**config.mk**
```make
export PLATFORM = sky130hd
export DESIGN_NAME = mp_alu_seq
export DESIGN_NICKNAME = d
export VERILOG_FILES = /design/src/rtl/alu_pkg.sv /design/src/rtl/alu_param.sv /design/src/rtl/mp_alu_seq.sv
export SDC_FILE = /design/constraint.sdc
export NUM_CORES = 1
export LEC_CHECK = 0
export BUFFER_PORTS_ARGS = -buffer_cell sky130_fd_sc_hd__buf_2
export CORE_UTILIZATION = 61
export DETAILED_ROUTE_END_ITERATION = 6
export GPL_TIMING_DRIVEN = 0
export PLACE_DENSITY = 0.85
export SYNTH_ARGS = -nofsm -noshare
export SYNTH_HDL_FRONTEND = slang
export SYNTH_SLANG_ARGS = --single-unit
```
**constraint.sdc**
```tcl
create_clock -name clk -period 7.9 [get_ports clk]
set_input_delay 1.58 -clock clk [delete_from_list [all_inputs] [get_ports clk]]
set_output_delay 1.58 -clock clk [all_outputs]
set_load 0.02 [all_outputs]
```
**src/rtl/alu_pkg.sv**
```systemverilog
// alu_pkg: shared ALU operation and sequencer state encodings
package alu_pkg;
    typedef enum logic [1:0] {ADD = 2'd0, AND = 2'd1, OR = 2'd2, XOR = 2'd3} operation;
    typedef enum logic [1:0] {IDLE, RUN, DONE} mp_state_t;
endpackage

```
**src/rtl/alu_param.sv**
```systemverilog
// alu_param: combinational W-bit ALU with carry-in and N/Z/V/C flags
module alu_param
    import alu_pkg::*;
#(
    parameter int W = 8
) (
    input  logic [W-1:0] a_i,
    input  logic [W-1:0] b_i,
    input  operation     op_i,
    input  logic         cin_i,
    output logic [W-1:0] res_o,
    output logic         cout_o,
    output logic         n_o,
    output logic         z_o,
    output logic         v_o
);
    logic [W:0] sum;
    assign sum    = {1'b0, a_i} + {1'b0, b_i} + {{W{1'b0}}, cin_i};
    assign res_o  = op_i == ADD ? sum[W-1:0] : op_i == AND ? a_i & b_i : op_i == OR ? a_i | b_i : a_i ^ b_i;
    assign cout_o = op_i == ADD && sum[W];
    assign v_o    = op_i == ADD && a_i[W-1] == b_i[W-1] && sum[W-1] != a_i[W-1];
    assign n_o    = res_o[W-1];
    assign z_o    = res_o == '0;
endmodule

```
**src/rtl/mp_alu_seq.sv**
```systemverilog
// mp_alu_seq: limb-serial multi-precision ALU sequencer; MP_ALU_SEQ_CNT_EN adds the ops_done counter
module mp_alu_seq
    import alu_pkg::*;
#(
    parameter int W     = 8,
    parameter int LIMBS = 4
) (
    input  logic               clk,
    input  logic               rst_n,
    input  logic               in_valid,
    output logic               in_ready,
    input  logic [W*LIMBS-1:0] in_a,
    input  logic [W*LIMBS-1:0] in_b,
    input  operation           in_op,
    input  logic               in_cin,
    output logic               out_valid,
    input  logic               out_ready,
    output logic [W*LIMBS-1:0] out_res,
    output logic               out_cout,
    output logic               out_n,
    output logic               out_z,
    output logic               out_v
`ifdef MP_ALU_SEQ_CNT_EN
    ,
    output logic [15:0]        ops_done
`endif
);
    localparam int N  = W * LIMBS;
    localparam int IW = $clog2(LIMBS);
    localparam logic [IW-1:0] LAST = IW'(LIMBS - 1);
    mp_state_t     state_q, state_d;
    logic [IW-1:0] idx_q, idx_d;
    logic          cy_q, cy_d, za_q, za_d;
    logic [N-1:0]  a_q, a_d, b_q, b_d, acc_q, acc_d, res_q, res_d;
    operation      op_q, op_d;
    logic          cout_q, cout_d, n_q, n_d, z_q, z_d, v_q, v_d;
    logic [W-1:0]  alu_res;
    logic          alu_cout, alu_n, alu_z, alu_v;
    alu_param #(.W(W)) u_alu (
        .a_i   (a_q[int'(idx_q)*W +: W]),
        .b_i   (b_q[int'(idx_q)*W +: W]),
        .op_i  (op_q),
        .cin_i (cy_q),
        .res_o (alu_res),
        .cout_o(alu_cout),
        .n_o   (alu_n),
        .z_o   (alu_z),
        .v_o   (alu_v)
    );
    assign in_ready  = state_q == IDLE;
    assign out_valid = state_q == DONE;
    assign out_res   = res_q;
    assign out_cout  = cout_q;
    assign out_n     = n_q;
    assign out_z     = z_q;
    assign out_v     = v_q;
    // next state: capture in IDLE, one limb per RUN cycle, publish the whole word when leaving RUN
    always_comb begin
        state_d = state_q;
        idx_d   = idx_q;
        cy_d    = cy_q;
        za_d    = za_q;
        a_d     = a_q;
        b_d     = b_q;
        op_d    = op_q;
        acc_d   = acc_q;
        res_d   = res_q;
        cout_d  = cout_q;
        n_d     = n_q;
        z_d     = z_q;
        v_d     = v_q;
        case (state_q)
            IDLE: if (in_valid) begin
                state_d = RUN;
                a_d     = in_a;
                b_d     = in_b;
                op_d    = in_op;
                cy_d    = in_cin;
                idx_d   = '0;
                za_d    = 1'b1;
            end
            RUN: begin
                acc_d[int'(idx_q)*W +: W] = alu_res;
                cy_d  = alu_cout;
                za_d  = za_q & alu_z;
                idx_d = idx_q == LAST ? '0 : idx_q + 1'b1;
                if (idx_q == LAST) begin
                    state_d = DONE;
                    res_d   = acc_d;
                    cout_d  = alu_cout;
                    n_d     = alu_n;
                    v_d     = alu_v;
                    z_d     = za_q & alu_z;
                end
            end
            DONE: state_d = out_ready ? IDLE : DONE;
            default: state_d = IDLE;
        endcase
    end
    // state and datapath registers with synchronous active-low reset
    always_ff @(posedge clk) begin
        if (!rst_n) begin
            state_q <= IDLE;
            idx_q   <= '0;
            cy_q    <= 1'b0;
            za_q    <= 1'b0;
            a_q     <= '0;
            b_q     <= '0;
            op_q    <= ADD;
            acc_q   <= '0;
            res_q   <= '0;
            cout_q  <= 1'b0;
            n_q     <= 1'b0;
            z_q     <= 1'b0;
            v_q     <= 1'b0;
        end else begin
            state_q <= state_d;
            idx_q   <= idx_d;
            cy_q    <= cy_d;
            za_q    <= za_d;
            a_q     <= a_d;
            b_q     <= b_d;
            op_q    <= op_d;
            acc_q   <= acc_d;
            res_q   <= res_d;
            cout_q  <= cout_d;
            n_q     <= n_d;
            z_q     <= z_d;
            v_q     <= v_d;
        end
    end
`ifdef MP_ALU_SEQ_CNT_EN
    logic [15:0] cnt_q;
    // count result handshakes, saturating at all-ones
    always_ff @(posedge clk) begin
        if (!rst_n) cnt_q <= '0;
        else if (out_valid && out_ready && cnt_q != 16'hFFFF) cnt_q <= cnt_q + 1'b1;
    end
    assign ops_done = cnt_q;
`endif
endmodule

```
### Word level (Yosys, flattened, before mapping)

Index checks and enable logic that the tools add are counted.
Widths: inputs -> output; s select.

* register bits after elaboration: 140
* bits in latches: 0
* bits in writable memories: 0
* bits in read-only memories: 0
* bits of input ports: 71
* output and inout bits: 38
* logic and storage cells: 60
* memories kept: 0

* add/subtract/negate cells: 4
* $mul: 0
* divide/modulo/power cells: 0
* order comparisons: 0
* equality and inequality tests: 9
* shifts and indexed selects: 4
* muxes and demuxes: 15
* bitwise logic cells: 4
* reduce and logical (&&, ||, !) cells: 11

Operators with widths (count)
* $shiftx 32x6->8: 2
* $neg 5->33: 1
* $shift 8x33->32 const A: 1
* $shiftx 8x33->32: 1
* $bwmux 32: 1
* $mux 8: 3
* $mux 2: 5
* $add 8x8->9: 1
* $add 9x1->9: 1
* $and 8x8->8: 1
* $logic_not 8->1: 1
* $or 8x8->8: 1
* $reduce_and 2->1: 4
* $xor 8x8->8: 1
* $eq 2x2->1 const B: 3
* $pmux 2 s3: 1
* $eq 2x1->1 const B: 2
* $logic_not 2->1: 2
* $ne 2x2->1 const B: 2
* $pmux 1 s2: 2
* $pmux 2 s2: 1
* $logic_and 1x1->1: 3
* $add 2x1->2 const B: 1
* $mux 1: 2
* other kinds (4): 4

### Depth between registers and ports, before layout

Gate-level depths: netlist of the first run.

* word-level depth: 8
* gate-level depth with buffers: 12
* mapped depth without buffers: 10

### Modules after synthesis

From an unflattened synthesis of the first run, not the netlist that was laid out.

* cell total of the unflattened synthesis: 767
* area, all modules: 6776.5 µm²

By module, submodules not included
* mp_alu_seq: times used 1, cells each 651, area an instance 5952.0 µm²
* alu_param: times used 1, cells each 116, area an instance 824.5 µm²

### Worst setup path after synthesis of the first run

OpenSTA, ideal clock, no wires.

* path kind: register to register
* start point: reg idx_q[0]
* end point: reg z_q, in the netlist out_z
* library setup time: 0.083 ns
* arrival time: 3.935 ns
* required time: 7.817 ns
* path slack: 3.882 ns
* cell stages (with the launch flop): 13
* buffers on the path: 2
* cell sequence: dfxtp_1 -> buf_2 -> buf_1 -> mux4_2 -> fa_1 -> inv_1 -> fa_1 -> xnor2_1 -> mux4_2 -> nor4_2 -> o311ai_1 -> or4_4 -> o31ai_4

* cells in the longest elaborated chain, start to end: 7
* elaborated cells on any way between the ends: 14
* classes of those cells: 2 x add/sub; 1 x eq/ne; 2 x shift; 3 x mux; 4 x bitwise; 2 x reduce/logical

Ends and longest elaborated chain
* start: declaration: line mp_alu_seq.sv:32 `logic [IW-1:0] idx_q, idx_d;`
* start signal: assignment: line mp_alu_seq.sv:118 `idx_q <= idx_d;`
* branches (longest 7 deep; another with $add 8x8->9)
* end signal: assignment: line mp_alu_seq.sv:128 `z_q <= z_d;`
* end: declaration: line mp_alu_seq.sv:36 `logic cout_q, cout_d, n_q, n_d, z_q, z_d, v_q, v_d;`

Parallel ways; which one is timed is not known.
A chain may end at the register's enable or synchronous reset.

### Worst setup path after layout of the first run

Ends and elaborated chain as after synthesis.

==> results.toml, run 1 <==
[synth]
ys_seq_area_share_pct = 43.5
ys_ff_latch = 140
syn-num-nets = 838
syn_area_um2 = 6450
synthCells = 743
ys.flop_type = "dfxtp_1"
syn_avg_cell_area_um2 = 8.68
synth-edff-count = 0
synth_top_area_share_pct = 43.5
async_flop_share_pct = 0
yosys.area.top_type = "dfxtp_1"
yosysWarningCount = 0
synthTopCellsByArea = "dfxtp_1 (43%), nand2_1 (8.8%), a21oi_1 (7.0%), mux4_2 (6.3%), a211oi_1 (4.8%)"
synth_cell_types = 54

[worst_hold_path]
min_path_type = "flip-flop to flip-flop"

[power_and_ir_drop]
powerDensity_nw_per_um2 = 232
p_seq_share_pct = 42.4
p_leak_nw = 3.08
clkPwrFrac_pct = 43.4
combPwrFrac_pct = 14.2
swShare_pct = 27.9
peakVddDrop_mv = 0.130
p_int_mw = 1.29
power.switching_uw = 500

[finish]
utilization_pct = 75.2
layout_common_cells = "nand2_1 (151), dfxtp_1 (140), buf_2 (109)"
post_route_cells_drive_above_1_share_pct = 20.3
antenna_cells = 0
nNetsFinal = 964
area_delta_synth_final_pct = 19.8
final_common_cell = "nand2_1"

[timing]
rsz0062_at_grt = "no"
fin_crit_ns = 4.62
finalSetupTns_ns = 0
setup_viol = 0
finClkSkew_ns = 0.00828
fmax_mhz = 217
final_hold_viol_count = 0
tightest_slew_ns = 1.12
slew_violations = 0
fin_crit_sh_pct = 58.5
slew_headroom_pct = 24.8

[cts]
cts_resized = 0
cts_buffers = 17
cts_tree = "done"
cts_num_sinks = 140
htree_levels = 4
hold_buffers = 0
clock_path_buffers = 2
root_buffer = "clkbuf_8"
worstSkewPairLatency_ns = 0.54
cts_setup_buffers = 0
clk_transition_reported_paths_ns = 0.06

[grt]
grt_pass1_vias = 6063
grt_use_total_pct = 33.6
grt_antenna_before_repair = 0
grt_max_degree = 17
grt_pass1_wl_um = 28900
overflow = 0

[route]
routed-via-count = 6058
wl_met2_um = 9020
top_layer = "met4"
dr.pass1.iters = 5
drc = 0
wl_per_cell_um = 17.5
routed_via_density = 5.95
drt-met1-wl_um = 6770
drt_iter0_drc = 416
ant_nets = 0
route.met3.wl_um = 1250
wirelength_um = 17800

[worst_setup_path]
worst_r2r_endpoint = "out_z$_SDFFE_PN0P_"
crit_fanout = 10
arrival_ns = 5.08
r2r_slack_ns = 3.28
regToRegStartpoint = "idx_q[0]$_SDFFE_PN0P_"
crit_path_end_kind = "flip-flop"
required_ns = 8.36
r2r_cells = 12
critPathCapture = "out_z$_SDFFE_PN0P_"
cp-startpoint = "idx_q[0]$_SDFFE_PN0P_"
cp-start-kind = "flip-flop"
critPathKind = "flip-flop to flip-flop"

[floorplan]
die-height_um = 105
io_pins = 109
dieArea_um2 = 11000
fp-row-count = 37
core-area_um2 = 10300
die_w_um = 105
initial_utilization_pct = 62.7

[run_status]
status = "finished, final reports clean"

[placement]
hpwl_um = 12800
gp_congestion = 0.910
port_buffers = 107

[run]
maxCapViolCount = 0
[critical path: stages, from the launching register on]
cell and delay (ns):
dfxtp_1 0.38, buf_2 0.39, buf_1 0.66, mux4_2 0.67
fa_1 0.43, inv_1 0.08, fa_1 0.21, xnor2_1 0.07
mux4_2 0.57, nor4_2 0.31, o311ai_1 0.13, or4_4 0.46
o31ai_4 0.17
[registers in the layout (all words and copies together), names as in the netlist, 2 cells and up]
register and cells:
out_res 32, acc_q 32, b_q 32, op_q 2, idx_q 2, state_q 2, a_q 32
[stage by stage]
stage	worst slack [ns]	hold WS [ns]	std cells	area, um2	power, mW
5_1_grt	3.08	0.475	1018	7720	1.85
3_3_place_gp	3.42	0.440	986	7150	1.01
3_5_place_dp	3.31	0.447	986	7150	1.02
2_1_floorplan	3.88	0.433	743	6450	0.942
6_report	3.28	0.456	1018	7720	1.79
4_1_cts	3.29	0.455	1018	7720	1.78
[cells in the mapped netlist, drive strengths merged, types with 7 or more instances]
cell    instances
a211oi         42
nand2         151
clkbuf         43
mux4           20
a22oi          27
o21ai          21
nor3            9
a21oi          90
buf            11
dfxtp         140
ha             22
inv            34
nor2           64
o21a            7
[metal layers]
metal / vias to the layer above / GRT usage, %
met3: 59 / 7.30
met4: 0 / 18.6
met2: 299 / 58.1
li1: 2857 / -
met5: - / 0
met1: 2843 / 38.7
[kinds of logic (layout without fill, tap and decap cells)]
logic type | count (synthesis) | count (layout) | share of synthesized area (%)
xor+xnor | 3 | 3 | 0.408
fa+ha+maj | 24 | 24 | 4.89
buf+inv | 91 | 230 | 5.96
mux | 21 | 21 | 7.28
flops | 140 | 140 | 43.5
simple gates | 252 | 252 | 16.6
compound gates | 212 | 212 | 21.4
[layout make-up]
class | instances | area (um2)
Multi-Input combinational cell | 512 | 3260
Sequential cell | 140 | 2800
Fill cell | 766 | 2550
Timing Repair Buffer | 107 | 536
Clock buffer | 19 | 432
Buffer | 54 | 245
Tap cell | 136 | 170
Clock inverter | 13 | 141
Inverter | 37 | 139
[power groups by stage]
stage	Sequential, mW	Combinational, mW	Clock [mW]
finish	0.761	0.255	0.778
global route	0.763	0.280	0.806
CTS	0.760	0.251	0.772
detailed placement	0.775	0.248	0
global placement	0.772	0.237	0
floorplan	0.769	0.173	0
[worst min-delay path by stage]
stage	start	end	cells past startpoint
final	a_q[25]$_SDFFE_PN0P_	a_q[25]$_SDFFE_PN0P_	2
after CTS	a_q[25]$_SDFFE_PN0P_	a_q[25]$_SDFFE_PN0P_	2
after global placement	a_q[8]$_SDFFE_PN0P_	a_q[8]$_SDFFE_PN0P_	2
after floorplan	a_q[16]$_SDFFE_PN0P_	a_q[16]$_SDFFE_PN0P_	2
after detailed placement	a_q[25]$_SDFFE_PN0P_	a_q[25]$_SDFFE_PN0P_	2
after global routing	b_q[17]$_SDFFE_PN0P_	b_q[17]$_SDFFE_PN0P_	2
No activity file was read; power rests on OpenSTA's default activity.
==> inputs of run 2 (changes only) <==
--- a/config.mk
+++ b/config.mk
@@ -6,10 +6,10 @@
 export NUM_CORES = 1
 export LEC_CHECK = 0
 export BUFFER_PORTS_ARGS = -buffer_cell sky130_fd_sc_hd__buf_2
-export CORE_UTILIZATION = 61
+export CORE_UTILIZATION = 56
 export DETAILED_ROUTE_END_ITERATION = 6
 export GPL_TIMING_DRIVEN = 0
-export PLACE_DENSITY = 0.85
+export PLACE_DENSITY = 0.79
 export SYNTH_ARGS = -nofsm -noshare
 export SYNTH_HDL_FRONTEND = slang
 export SYNTH_SLANG_ARGS = --single-unit
==> constraint.sdc (replaced) <==
create_clock -name clk -period 4.6 [get_ports clk]
set_input_delay 0.92 -clock clk [delete_from_list [all_inputs] [get_ports clk]]
set_output_delay 0.92 -clock clk [all_outputs]
set_load 0.02 [all_outputs]
==> run 2 against run 1 <==
Worst setup slack worse by 3.0 ns. Register-to-register slack worse by 3.0 ns. Die area up 8.8%. Non-clock buffer count unchanged. Count of clock-buffer cells in the layout up 2. Global-route usage down 3.4 points. Hold slack about the same. Combinational power up 71%. Critical path depth unchanged.
==> results.toml, run 2 (synthesized netlist as in run 1, its figures left out) <==
[run_status]
status = "finished, final reports clean"

[power_and_ir_drop]
combPwrFrac_pct = 13.7
swShare_pct = 26.2
power_mw = 3.17
p_leak_nw = 3.12
p_seq_share_pct = 41.2
powerDensity_nw_per_um2 = 408
p_int_mw = 2.34
clkPwrFrac_pct = 45.1
power.switching_uw = 830
peakVddDrop_mv = 0.229

[worst_setup_path]
crit_top_cell = "fa_1"
critical_path.n_buffers_inverters = 3
path_cells = "buf_2 > clkbuf_2 > mux4_2 > fa_1 > inv_1 > fa_1 > nor2b_1 > o31a_1 > o21a_1 > o31ai_1 > a22oi_1 > a211oi_1"
cp_slowest_cell = "mux4_2"
max_stage_delay_ns = 0.62
critPathKind = "flip-flop to flip-flop"
arrival_ns = 4.67
r2r_cells = 12
worst-path-stages = 12
cp-start-kind = "flip-flop"
crit_path_end_kind = "flip-flop"
r2r_slack_ns = 0.25
required_ns = 4.92
crit_fanout = 10
critical-path-top-delay-family = "compound AO/OA/AOI/OAI gates"

[timing]
slew_headroom_pct = 28.8
rsz0062_at_grt = "no"
fmax_mhz = 230
tightest_slew_ns = 1.06
slew_violations = 0
fin_ws_ns = 0.255
hold-worst-slack_ns = 0.456
finClkSkew_ns = 0.00916
finalSetupTns_ns = 0
setup_viol = 0
fin_crit_sh_pct = 94.5
fin_crit_ns = 4.35
final_hold_viol_count = 0

[cts]
cts_buffers = 17
cts_num_sinks = 140
cts_tree = "done"
clock_path_buffers = 2
root_buffer = "clkbuf_16"
htree_levels = 4
worstSkewPairLatency_ns = 0.42
clk_transition_reported_paths_ns = 0.06

[grt]
grt_use_total_pct = 30.2
grt_max_degree = 17
grt_antenna_before_repair = 0
grt_pass1_wl_um = 27300
grt_pass1_vias = 5739
overflow = 0

[floorplan]
dieArea_um2 = 11900
die-height_um = 109
initial_utilization_pct = 58.4
fp-row-count = 38
core-area_um2 = 11000
io_pins = 109
die_w_um = 109

[finish]
fill_cells = 863
final_cell_area_um2 = 7780
antenna_cells = 0
nNetsFinal = 964
final_common_cell = "nand2_1"
post_route_cells_drive_above_1_share_pct = 20.5
layout_common_cells = "nand2_1 (151), dfxtp_1 (140), buf_2 (109)"
area_delta_synth_final_pct = 20.7

[placement]
dp_slack_ns = 0.0517
gp_congestion = 0.915
hpwl_um = 12400
placed_cell_area_um2 = 7160
port_buffers = 107

[route]
drc = 0
ant_nets = 0
dr.pass1.iters = 5
drt_iter0_drc = 397
routed-via-count = 5972
wl_per_cell_um = 16.9
wirelength_um = 17300
routed_via_density = 5.85

[run]
maxCapViolCount = 0

[worst_hold_path]
worstHoldPathCells = 2
min_path_type = "flip-flop to flip-flop"
[run 2: per-stage QoR]
step	cells	utilization, %
6_report	1021	70.5
3_3_place_gp	990	64.9
2_1_floorplan	743	-
5_1_grt	1021	70.5
4_1_cts	1021	70.5
3_5_place_dp	990	64.9
[run 2: final cells by class]
type,instances,area [um2],area share (%)
Buffer,54,248,3.19
Clock buffer,21,480,6.18
Clock inverter,10,138,1.77
Inverter,37,139,1.79
Multi-Input combinational cell,512,3260,41.9
Sequential cell,140,2800,36.0
Tap cell,140,175,2.25
Timing Repair Buffer,107,536,6.89
[run 2: worst paths after layout]
kind	end	from
hold / removal	a_q[29]$_SDFFE_PN0P_	a_q[29]$_SDFFE_PN0P_
hold reg to reg	a_q[29]$_SDFFE_PN0P_	a_q[29]$_SDFFE_PN0P_
setup reg to reg	acc_q[6]$_SDFFE_PN0P_	idx_q[0]$_SDFFE_PN0P_
setup / recovery	acc_q[6]$_SDFFE_PN0P_	idx_q[0]$_SDFFE_PN0P_
[run 2: worst reg2reg max path, delay by kind of cell, from the launching register on]
kind                     cells  cell delay (ns)
multiplexers                 1             0.62
AO/OA/AOI/OAI                5             1.68
buffers and inverters        3             0.88
AND/OR/NAND/NOR              1             0.07
flip-flops                   1             0.38
adder cells (fa/ha/maj)      2             0.64
[run 2: power by group through the flow]
stage | Sequential [mW] | Clock, mW | Combinational (mW)
6_report | 1.31 | 1.43 | 0.435
5_1_grt | 1.31 | 1.47 | 0.476
4_1_cts | 1.30 | 1.43 | 0.428
3_5_place_dp | 1.33 | 0 | 0.422
3_3_place_gp | 1.33 | 0 | 0.406
2_1_floorplan | 1.32 | 0 | 0.297
[run 2: timing repair]
item                                   in CTS  in global routing
setup endpoints to repair                   0                 19
hold buffers                                0                  0
endpoints found under the hold margin       0                  0
resized for setup                           0                  4
buffers inserted                            0                  0
[run 2: layer usage]
layer | vias up | share of wire, % | global-route usage, %
li1 | 2841 | - | -
met1 | 2806 | 40 | 34.9
met2 | 275 | 50 | 52.6
met3 | 50 | 7.0 | 5.69
met4 | 0 | 2.9 | 17.1
met5 | - | 0 | 0
==> inputs of run 3 (changes only) <==
--- a/config.mk
+++ b/config.mk
@@ -6,6 +6,7 @@
 export NUM_CORES = 1
 export LEC_CHECK = 0
 export BUFFER_PORTS_ARGS = -buffer_cell sky130_fd_sc_hd__buf_2
+export CORE_MARGIN = 8
 export CORE_UTILIZATION = 56
 export DETAILED_ROUTE_END_ITERATION = 6
 export GPL_TIMING_DRIVEN = 0
==> constraint.sdc (replaced) <==
create_clock -name clk -period 4.3 [get_ports clk]
set_input_delay 0.86 -clock clk [delete_from_list [all_inputs] [get_ports clk]]
set_output_delay 0.86 -clock clk [all_outputs]
set_load 0.02 [all_outputs]
==> run 3 against run 2 <==
Global-route usage shrank 6.0 points. Flip-flop and latch count unchanged. Clock power is 11% higher. Clock skew about the same. Highest routed layer unchanged.
==> results.toml, run 3 (synthesized netlist as in run 1, its figures left out) <==
[timing]
setup_viol = 0
rsz0062_at_grt = "no"
finClkSkew_ns = 0.00951
fin_crit_ns = 4.05
final_hold_viol_count = 0
fin_crit_sh_pct = 94.1
slew_headroom_pct = 25.4
fmax_mhz = 247
tightest_slew_ns = 1.12
slew_violations = 0
fin_ws_ns = 0.252

[placement]
hpwl_um = 13400
placed_cell_area_um2 = 7160
dp_slack_ns = -0.284
gp_congestion = 0.964
port_buffers = 107
dp.cells = 993

[grt]
grt_antenna_before_repair = 0
grt_use_total_pct = 24.2
grt_pass1_wl_um = 28900
grt_pass1_vias = 6030
overflow = 0
grt_max_degree = 17

[finish]
final_common_cell = "nand2_1"
layout_common_cells = "nand2_1 (151), dfxtp_1 (140), buf_2 (108)"
post_route_cells_drive_above_1_share_pct = 20.9
layout.cells.non_filler = 1025
area_delta_synth_final_pct = 21.4
nNetsFinal = 964
final_cell_area_um2 = 7830
antenna_cells = 0
utilization_pct = 69.1

[power_and_ir_drop]
peakVddDrop_mv = 0.241
p_leak_nw = 3.13
powerDensity_nw_per_um2 = 441
power_mw = 3.45

[cts]
clk_transition_reported_paths_ns = 0.06
cts_tree = "done"
root_buffer = "clkbuf_16"
clock_path_buffers = 2
htree_levels = 4
hold_buffers = 0
cts_num_sinks = 140
worstSkewPairLatency_ns = 0.42
cts_buffers = 17

[run_status]
status = "finished, final reports clean"

[route]
ant_nets = 0
wl_per_cell_um = 17.7
wirelength_um = 18100
routed_via_density = 5.79
drc = 0
drt_iter0_drc = 526
dr.pass1.iters = 7
routed-via-count = 5935

[worst_setup_path]
critPathKind = "flip-flop to flip-flop"
cp-start-kind = "flip-flop"
arrival_ns = 4.39
required_ns = 4.64
crit_path_end_kind = "flip-flop"
crit_fanout = 10

[floorplan]
dieArea_um2 = 15200
initial_utilization_pct = 56.9
io_pins = 109
die_w_um = 123
die-height_um = 123
core-area_um2 = 11300
fp-row-count = 39

[run]
maxCapViolCount = 0

[worst_hold_path]
min_path_type = "flip-flop to flip-flop"
-- run 3: cell count changes in the layout (fill, tap and decap cells not counted) --
cell | before | now
clkbuf_4 | 0 | 1
buf_4 | 1 | 2
clkbuf_1 | 39 | 38
a311oi_2 | 1 | 0
o31ai_2 | 0 | 1
bufinv_16 | 3 | 4
buf_2 | 109 | 108
a311oi_4 | 0 | 1
o31ai_1 | 2 | 1
clkbuf_8 | 6 | 4
clkinv_2 | 3 | 2
inv_6 | 1 | 3
clkinvlp_4 | 2 | 3
-- run 3: through the flow --
| step | hold WS [ns] | setup TNS (ns) |
|---|---|---|
| finish | 0.456 | 0 |
| global route | 0.471 | 0 |
| CTS | 0.453 | 0 |
| detailed placement | 0.445 | -4.06 |
| global placement | 0.440 | -1.86 |
| floorplan | 0.433 | 0 |
-- run 3: report_power, final --
| group | switching [mW] | internal (mW) |
|---|---|---|
| clock network | 0.584 | 1.01 |
| logic | 0.292 | 0.175 |
| registers | 0.0356 | 1.36 |
-- run 3: what timing repair did --
item / 4_1_cts / 5_1_grt
setup buffers: 0 / 0
resized for setup: 2 / 7
endpoints found under the setup margin: 19 / 20
pin swaps: 0 / 1
hold endpoints to repair: 0 / 0
-- run 3: metal layers --
metal	up-vias	track usage (%)	routed length, um
li1	2852	-	-
met1	2796	27.9	7520
met2	254	42.5	9000
met3	33	4.98	1160
met4	0	10.7	420
met5	-	0	0
-- run 3: cell type report --
cell class	instances	area, um2
clock inverters	13	188
repair buffers	107	536
clock buffers	19	453
flip-flops and latches	140	2800
well taps	143	179
multi-input cells	512	3280
plain buffers	54	254
inverters	37	139
fillers	911	3490
-- run 3: critical path, cell delays in order (launching register included) --
cell,delay [ns]
dfxtp_1,0.38
clkbuf_4,0.30
buf_4,0.28
mux4_2,0.59
fa_1,0.44
inv_1,0.09
fa_1,0.20
xnor2_1,0.07
mux4_2,0.58
nor4_2,0.29
o311ai_1,0.13
or4_4,0.46
o31ai_4,0.16
-- run 3: path summary, 6_finish.rpt --
kind,from,end,slack (ns),depth (start not counted)
worst max-delay path,idx_q[0]$_SDFFE_PN0P_,out_z$_SDFFE_PN0P_,0.25,12
worst min-delay path,b_q[29]$_SDFFE_PN0P_,b_q[29]$_SDFFE_PN0P_,0.46,2
worst max register to register,idx_q[0]$_SDFFE_PN0P_,out_z$_SDFFE_PN0P_,0.25,12
worst min register to register,b_q[29]$_SDFFE_PN0P_,b_q[29]$_SDFFE_PN0P_,0.46,2
